## src/rtl/uart_tx_buffer_pkg.sv

```systemverilog
// Shared types and constants for the UART transmit buffer.
package uart_tx_buffer_pkg;

    typedef enum logic [1:0] {UART_IDLE, UART_START, UART_DATA, UART_STOP} uart_state_t;

    // Bits per serial frame payload; the 7-bit character is zero-extended to this.
    localparam int UART_DATA_BITS = 8;
    localparam int UART_CHAR_BITS = 7;

endpackage

```

## src/rtl/uart_tx_buffer_char_fifo.sv

```systemverilog
// Character FIFO: power-of-two depth, free-running wrapping pointers,
// separate occupancy counter, combinational head on dout.
module char_fifo #(
    parameter int WIDTH = 7,
    parameter int DEPTH = 8
) (
    input  logic                       clk,
    input  logic                       reset,
    input  logic                       push,
    input  logic                       pop,
    input  logic [WIDTH-1:0]           din,
    output logic [WIDTH-1:0]           dout,
    output logic                       full,
    output logic                       empty,
    output logic [$clog2(DEPTH+1)-1:0] count
);

    localparam int PTR_W = $clog2(DEPTH);
    localparam int CNT_W = $clog2(DEPTH + 1);
    localparam logic [PTR_W-1:0] PTR_ONE  = PTR_W'(1);
    localparam logic [CNT_W-1:0] CNT_ONE  = CNT_W'(1);
    localparam logic [CNT_W-1:0] CNT_FULL = CNT_W'(DEPTH);

    logic [WIDTH-1:0] mem [DEPTH];
    logic [PTR_W-1:0] wr_ptr;
    logic [PTR_W-1:0] rd_ptr;
    logic             push_ok;
    logic             pop_ok;

    assign full    = (count == CNT_FULL);
    assign empty   = (count == '0);
    assign pop_ok  = pop && !empty;
    // A pop on the same edge frees the slot a push into a full FIFO needs.
    assign push_ok = push && (!full || pop_ok);
    assign dout    = mem[rd_ptr];

    // Storage array; contents need no reset since count gates visibility.
    always_ff @(posedge clk) begin
        if (push_ok) begin
            mem[wr_ptr] <= din;
        end
    end

    // Pointer and occupancy bookkeeping.
    always_ff @(posedge clk or negedge reset) begin
        if (!reset) begin
            wr_ptr <= '0;
            rd_ptr <= '0;
            count  <= '0;
        end else begin
            if (push_ok) begin
                wr_ptr <= wr_ptr + PTR_ONE;
            end
            if (pop_ok) begin
                rd_ptr <= rd_ptr + PTR_ONE;
            end
            case ({push_ok, pop_ok})
                2'b10:   count <= count + CNT_ONE;
                2'b01:   count <= count - CNT_ONE;
                default: count <= count;
            endcase
        end
    end

endmodule

```

## src/rtl/uart_tx_buffer.sv

```systemverilog
// UART transmit buffer: queues non-zero CPU characters and sends them as
// 8N1 frames, back to back when the queue has more waiting.
//
// state      | meaning
// -----------+----------------------------------------------------------
// UART_IDLE  | line high, waiting for a queued character
// UART_START | start bit (0) for CLKS_PER_BIT cycles
// UART_DATA  | data bits LSB first, CLKS_PER_BIT cycles each
// UART_STOP  | stop bit (1); last cycle pops the next character if any
import uart_tx_buffer_pkg::*;

module uart_tx_buffer #(
    parameter int CLKS_PER_BIT = 16,
    parameter int FIFO_DEPTH   = 8
) (
    input  logic                            clk,
    input  logic                            reset,
    input  logic [6:0]                      char_in,
    output logic                            serial_out,
    output logic                            busy,
    output logic                            overflow,
    output logic [$clog2(FIFO_DEPTH+1)-1:0] fifo_count
);

    localparam int BAUD_W = $clog2(CLKS_PER_BIT);
    localparam int BIT_W  = $clog2(UART_DATA_BITS);
    localparam logic [BAUD_W-1:0] BAUD_LAST = BAUD_W'(CLKS_PER_BIT - 1);
    localparam logic [BAUD_W-1:0] BAUD_ONE  = BAUD_W'(1);
    localparam logic [BIT_W-1:0]  BIT_LAST  = BIT_W'(UART_DATA_BITS - 1);
    localparam logic [BIT_W-1:0]  BIT_ONE   = BIT_W'(1);

    uart_state_t               state;
    logic [BAUD_W-1:0]         baud_cnt;
    logic [BIT_W-1:0]          bit_idx;
    logic [UART_DATA_BITS-1:0] shift_reg;

    logic                      push_req;
    logic                      pop;
    logic                      baud_done;
    logic                      fifo_full;
    logic                      fifo_empty;
    logic [UART_CHAR_BITS-1:0] fifo_dout;

    assign push_req  = (char_in != '0);
    assign baud_done = (baud_cnt == BAUD_LAST);
    // Pops happen from IDLE, or on the final stop-bit cycle for gapless frames.
    assign pop = !fifo_empty &&
                 ((state == UART_IDLE) || ((state == UART_STOP) && baud_done));
    assign busy = (state != UART_IDLE) || (fifo_count != '0);

    char_fifo #(
        .WIDTH (UART_CHAR_BITS),
        .DEPTH (FIFO_DEPTH)
    ) u_fifo (
        .clk   (clk),
        .reset (reset),
        .push  (push_req),
        .pop   (pop),
        .din   (char_in),
        .dout  (fifo_dout),
        .full  (fifo_full),
        .empty (fifo_empty),
        .count (fifo_count)
    );

    // Serializer: state, baud timing, bit index, shift register and line output.
    always_ff @(posedge clk or negedge reset) begin
        if (!reset) begin
            state      <= UART_IDLE;
            baud_cnt   <= '0;
            bit_idx    <= '0;
            shift_reg  <= '0;
            serial_out <= 1'b1;
        end else begin
            case (state)
                UART_IDLE: begin
                    serial_out <= 1'b1;
                    baud_cnt   <= '0;
                    if (pop) begin
                        shift_reg  <= {1'b0, fifo_dout};
                        bit_idx    <= '0;
                        serial_out <= 1'b0;
                        state      <= UART_START;
                    end
                end
                UART_START: begin
                    if (baud_done) begin
                        baud_cnt   <= '0;
                        serial_out <= shift_reg[0];
                        state      <= UART_DATA;
                    end else begin
                        baud_cnt <= baud_cnt + BAUD_ONE;
                    end
                end
                UART_DATA: begin
                    if (baud_done) begin
                        baud_cnt  <= '0;
                        shift_reg <= shift_reg >> 1;
                        if (bit_idx == BIT_LAST) begin
                            serial_out <= 1'b1;
                            state      <= UART_STOP;
                        end else begin
                            bit_idx    <= bit_idx + BIT_ONE;
                            serial_out <= shift_reg[1];
                        end
                    end else begin
                        baud_cnt <= baud_cnt + BAUD_ONE;
                    end
                end
                UART_STOP: begin
                    if (baud_done) begin
                        baud_cnt <= '0;
                        if (pop) begin
                            shift_reg  <= {1'b0, fifo_dout};
                            bit_idx    <= '0;
                            serial_out <= 1'b0;
                            state      <= UART_START;
                        end else begin
                            serial_out <= 1'b1;
                            state      <= UART_IDLE;
                        end
                    end else begin
                        baud_cnt <= baud_cnt + BAUD_ONE;
                    end
                end
                default: begin
                    serial_out <= 1'b1;
                    baud_cnt   <= '0;
                    state      <= UART_IDLE;
                end
            endcase
        end
    end

    // Sticky drop flag: a push into a full FIFO with no same-edge pop is lost.
    always_ff @(posedge clk or negedge reset) begin
        if (!reset) begin
            overflow <= 1'b0;
        end else if (push_req && fifo_full && !pop) begin
            overflow <= 1'b1;
        end
    end

endmodule

```

## config.mk

```make
export PLATFORM = sky130hd
export DESIGN_NAME = uart_tx_buffer
export DESIGN_NICKNAME = d
export VERILOG_FILES = /design/src/rtl/uart_tx_buffer_pkg.sv /design/src/rtl/uart_tx_buffer_char_fifo.sv /design/src/rtl/uart_tx_buffer.sv
export SDC_FILE = /design/constraint.sdc
export NUM_CORES = 1
export LEC_CHECK = 0
export CAP_MARGIN = 20
export CORE_ASPECT_RATIO = 0.75
export CORE_MARGIN = 10
export CORE_UTILIZATION = 45
export DETAILED_ROUTE_END_ITERATION = 6
export PLACE_DENSITY = 0.71
export SLEW_MARGIN = 10
export SYNTH_ARGS = -nofsm -noshare
export SYNTH_HDL_FRONTEND = slang
export SYNTH_SLANG_ARGS = --single-unit
```

## constraint.sdc

```tcl
create_clock -name clk -period 3.1 [get_ports clk]
set_input_delay 0.93 -clock clk [delete_from_list [all_inputs] [get_ports clk]]
set_output_delay 0.93 -clock clk [all_outputs]
set_load 0.01 [all_outputs]
```

==> run metrics <==
status=completed; H-Tree Depth=3; die width=~130 µm; Hold Path Stages=1; Setup crit end kind=flip-flop; post-synthesis sequential area ratio=a little under two thirds; Ys Warns=0; Power Dens Cells=between 600 and 700 mW/mm²; CTS Root Cell=clkbuf_8; final worst-path cycle share=a little over nine tenths; max reg flops=56; Met3 Routed Length=roughly 260 µm; layout cells sized above 1=approximately a fifth; number of flops mapped to enable cells by yosys=between 50 and 60; Worst Skew=just over 0.01 ns; wire length of the first global-routing pass=11.3 mm; Yosys reg bits=84; CP cell instances=clkdlybuf4s50_1 > nor4_1 > nand2_1 > nand2_1 > ha_1 > ha_1 > a21oi_1 > o21ai_0 > o311ai_0; die height=approximately 99 µm; maximum resistive drop on vdd=about 720 µV; fin cells=between 300 and 400; CP Launch Type=input pin; max-capacitance violation count=0; Worst-Margin Slew=~0.9 ns; Setup Buffers After CTS=0; commonest non-fill, non-tap cell in the layout=edfxtp_1; Die Footprint=about 0.012 mm²; vias in the first global route=2,161; DP HPWL=just under 5 mm; Multi-input gate area=0.00125 mm²; LEAKAGE=roughly 1.6 nW; ys flop type=edfxtp_1; Final nets=~300; CP max stage delay=between 0.5 and 0.6 ns; Clock transition at path regs=around 0.070 ns; clk sinks=84; initial core utilization=~47%; DP Cell Count=between 300 and 400; post-route ant nets=0; Reg2Reg Launch Point=state[0]$_DFFE_PN0P_; CTS buffer count=9; Syn-to-layout area delta=14.7%; pin count of the biggest net entering global routing=29; most frequent cells in the layout=edfxtp_1 (56), dfrtp_1 (27), buf_4 (19); post-CTS sizing=0; Tot Pwr=2.95 mW; initial antenna violation count=0; Worst EP arrival=around 3.2 ns; Synth Cell Area=roughly 0.0037 mm²; final-report setup violation count=0; via/cell ratio=~5.4; Slew Limit Headroom=40.9%; wl on met1=3.39 mm; worst-case clock buffer depth=2; Setup Crit Path Kind=in -> reg; Total GRT Usage=between 10% and 20%; FF-to-FF path depth=9; min cycle time layout=~2.9 ns; initial DRC count=approximately 120; Synth Net Count=around 270; Placed Area=0.00410 mm²; HP Class=reg -> reg; worst reg2reg setup slack=0.19 ns; slowest CP cell=clkdlybuf4s50_1; Pre-Repair DR Iteration Count=4; Slew Limit Fails=0; Syn Area/Cell=around 15 µm²; met2 routed WL=approximately 3.2 mm; wire length per cell=approximately 18 µm; total gr overflow=0; # IOs=16; final hold violations=0; storage element area=0.00238 mm²; hold_buf cts=0; Final GP Congestion=around 0.80; drt drc=0; via count=approximately 2,100; WHS Endpoint=overflow$_DFFE_PN0P_; fill count=~700; final instance area=~0.0043 mm²; crit path max fanout=9; Mapped Cells=around 240; Req. time, crit path=between 3 and 4 ns; Max Clk Rate=approximately 340 MHz; row count=28; Worst R2R End=u_fifo.count[3]$_DFFE_PN0P_; Post-synth ARST share=around 33%; PortBufs=15; final wirelength=around 6.9 mm; CORE AREA=between 0.007 and 0.008 mm²; hold path start=overflow$_DFFE_PN0P_; diode count=0; clk_lat worst skew=between 0.3 and 0.4 ns; unique cell type count in the Yosys netlist=52; RSZ-0062 raised after global routing=false; DR top layer=met4; CTS tree=built
[Yosys cell counts, types with 2 or more instances]
cell,number,area (µm²)
edfxtp_1,56,1680
dfrtp_1,27,676
nor2_1,16,60.1
mux4_2,14,315
ha_1,13,163
inv_1,11,41.3
nand2_1,11,41.3
mux2i_1,8,80.1
nor3_1,7,35.0
a221o_1,6,60.1
nand3_1,5,25.0
o21ai_0,5,25.0
xnor2_1,5,43.8
a21oi_1,4,20.0
nand2b_1,4,25.0
buf_6,3,33.8
nor4_1,3,18.8
a22o_2,2,20.0
a31oi_1,2,12.5
a41oi_1,2,17.5
buf_2,2,10.0
mux2_2,2,22.5
nand3b_1,2,15.0
nand4_1,2,12.5
nand4b_1,2,17.5
or3_1,2,12.5
xor2_1,2,17.5
[final cells by class]
| type | count | share of cell area (%) |
|---|---|---|
| clock buffer | 9 | 2.89 |
| tap | 105 | 3.06 |
| clock inverter | 6 | 1.55 |
| multi-input combinational | 139 | 29.1 |
| inverter | 11 | 0.963 |
| timing repair buffer | 34 | 6.83 |
| sequential | 84 | 55.6 |
[per-layer routing]
| metal | vias up | global-route usage (%) |
|---|---|---|
| met1 | 1047 | 15.3 |
| li1 | 1013 | - |
| met5 | - | 0 |
| met3 | 8 | 4.18 |
| met2 | 28 | 17.7 |
| met4 | 0 | 2.92 |
[how the worst max path moves through the flow]
stage	start	end	slack, ns	cells after the start
floorplan	char_in[2]	u_fifo.count[3]$_DFFE_PN0P_	0.43	8
global placement	char_in[2]	u_fifo.count[3]$_DFFE_PN0P_	-0.11	9
detailed placement	char_in[2]	u_fifo.count[3]$_DFFE_PN0P_	-0.20	9
CTS	char_in[2]	u_fifo.count[3]$_DFFE_PN0P_	0.17	9
global route	char_in[2]	u_fifo.count[3]$_DFFE_PN0P_	0.02	9
finish	char_in[2]	u_fifo.count[3]$_DFFE_PN0P_	0.16	9
[power by group]
group          total, mW  leakage, nW  internal (mW)  switching [mW]
clock network      0.744       0.0889          0.367           0.377
registers           1.59        0.855           1.48           0.117
logic              0.613        0.623          0.279           0.334
total               2.95         1.57           2.12           0.828
[worst max-delay path, delay by kind of cell]
family,cells,cell delay (ns)
AO/OA/AOI/OAI,3,0.68
buffers and inverters,1,0.54
AND/OR/NAND/NOR,3,0.53
adder cells (fa/ha/maj),2,0.49
[kinds of logic (layout without fill, tap and decap cells)]
kind of cell,after synthesis,in the layout,synth area share [%]
compound gates,33,33,7.06
xor+xnor,7,7,1.64
fa+ha+maj,14,14,4.89
buf+inv,20,60,2.81
flops,84,84,63.8
mux,24,24,11.2
simple gates,61,61,8.64
[stage by stage]
stage	utilization [%]	hold slack (ns)	worst slack (ns)	setup TNS (ns)
2_1_floorplan	-	0.457	0.430	0
3_3_place_gp	51.3	0.464	-0.108	-0.195
3_5_place_dp	51.3	0.465	-0.204	-1.61
4_1_cts	53.7	0.482	0.173	0
5_1_grt	53.7	0.524	0.0150	0
6_report	53.7	0.475	0.158	0
No activity file was read; power rests on OpenSTA's default activity.
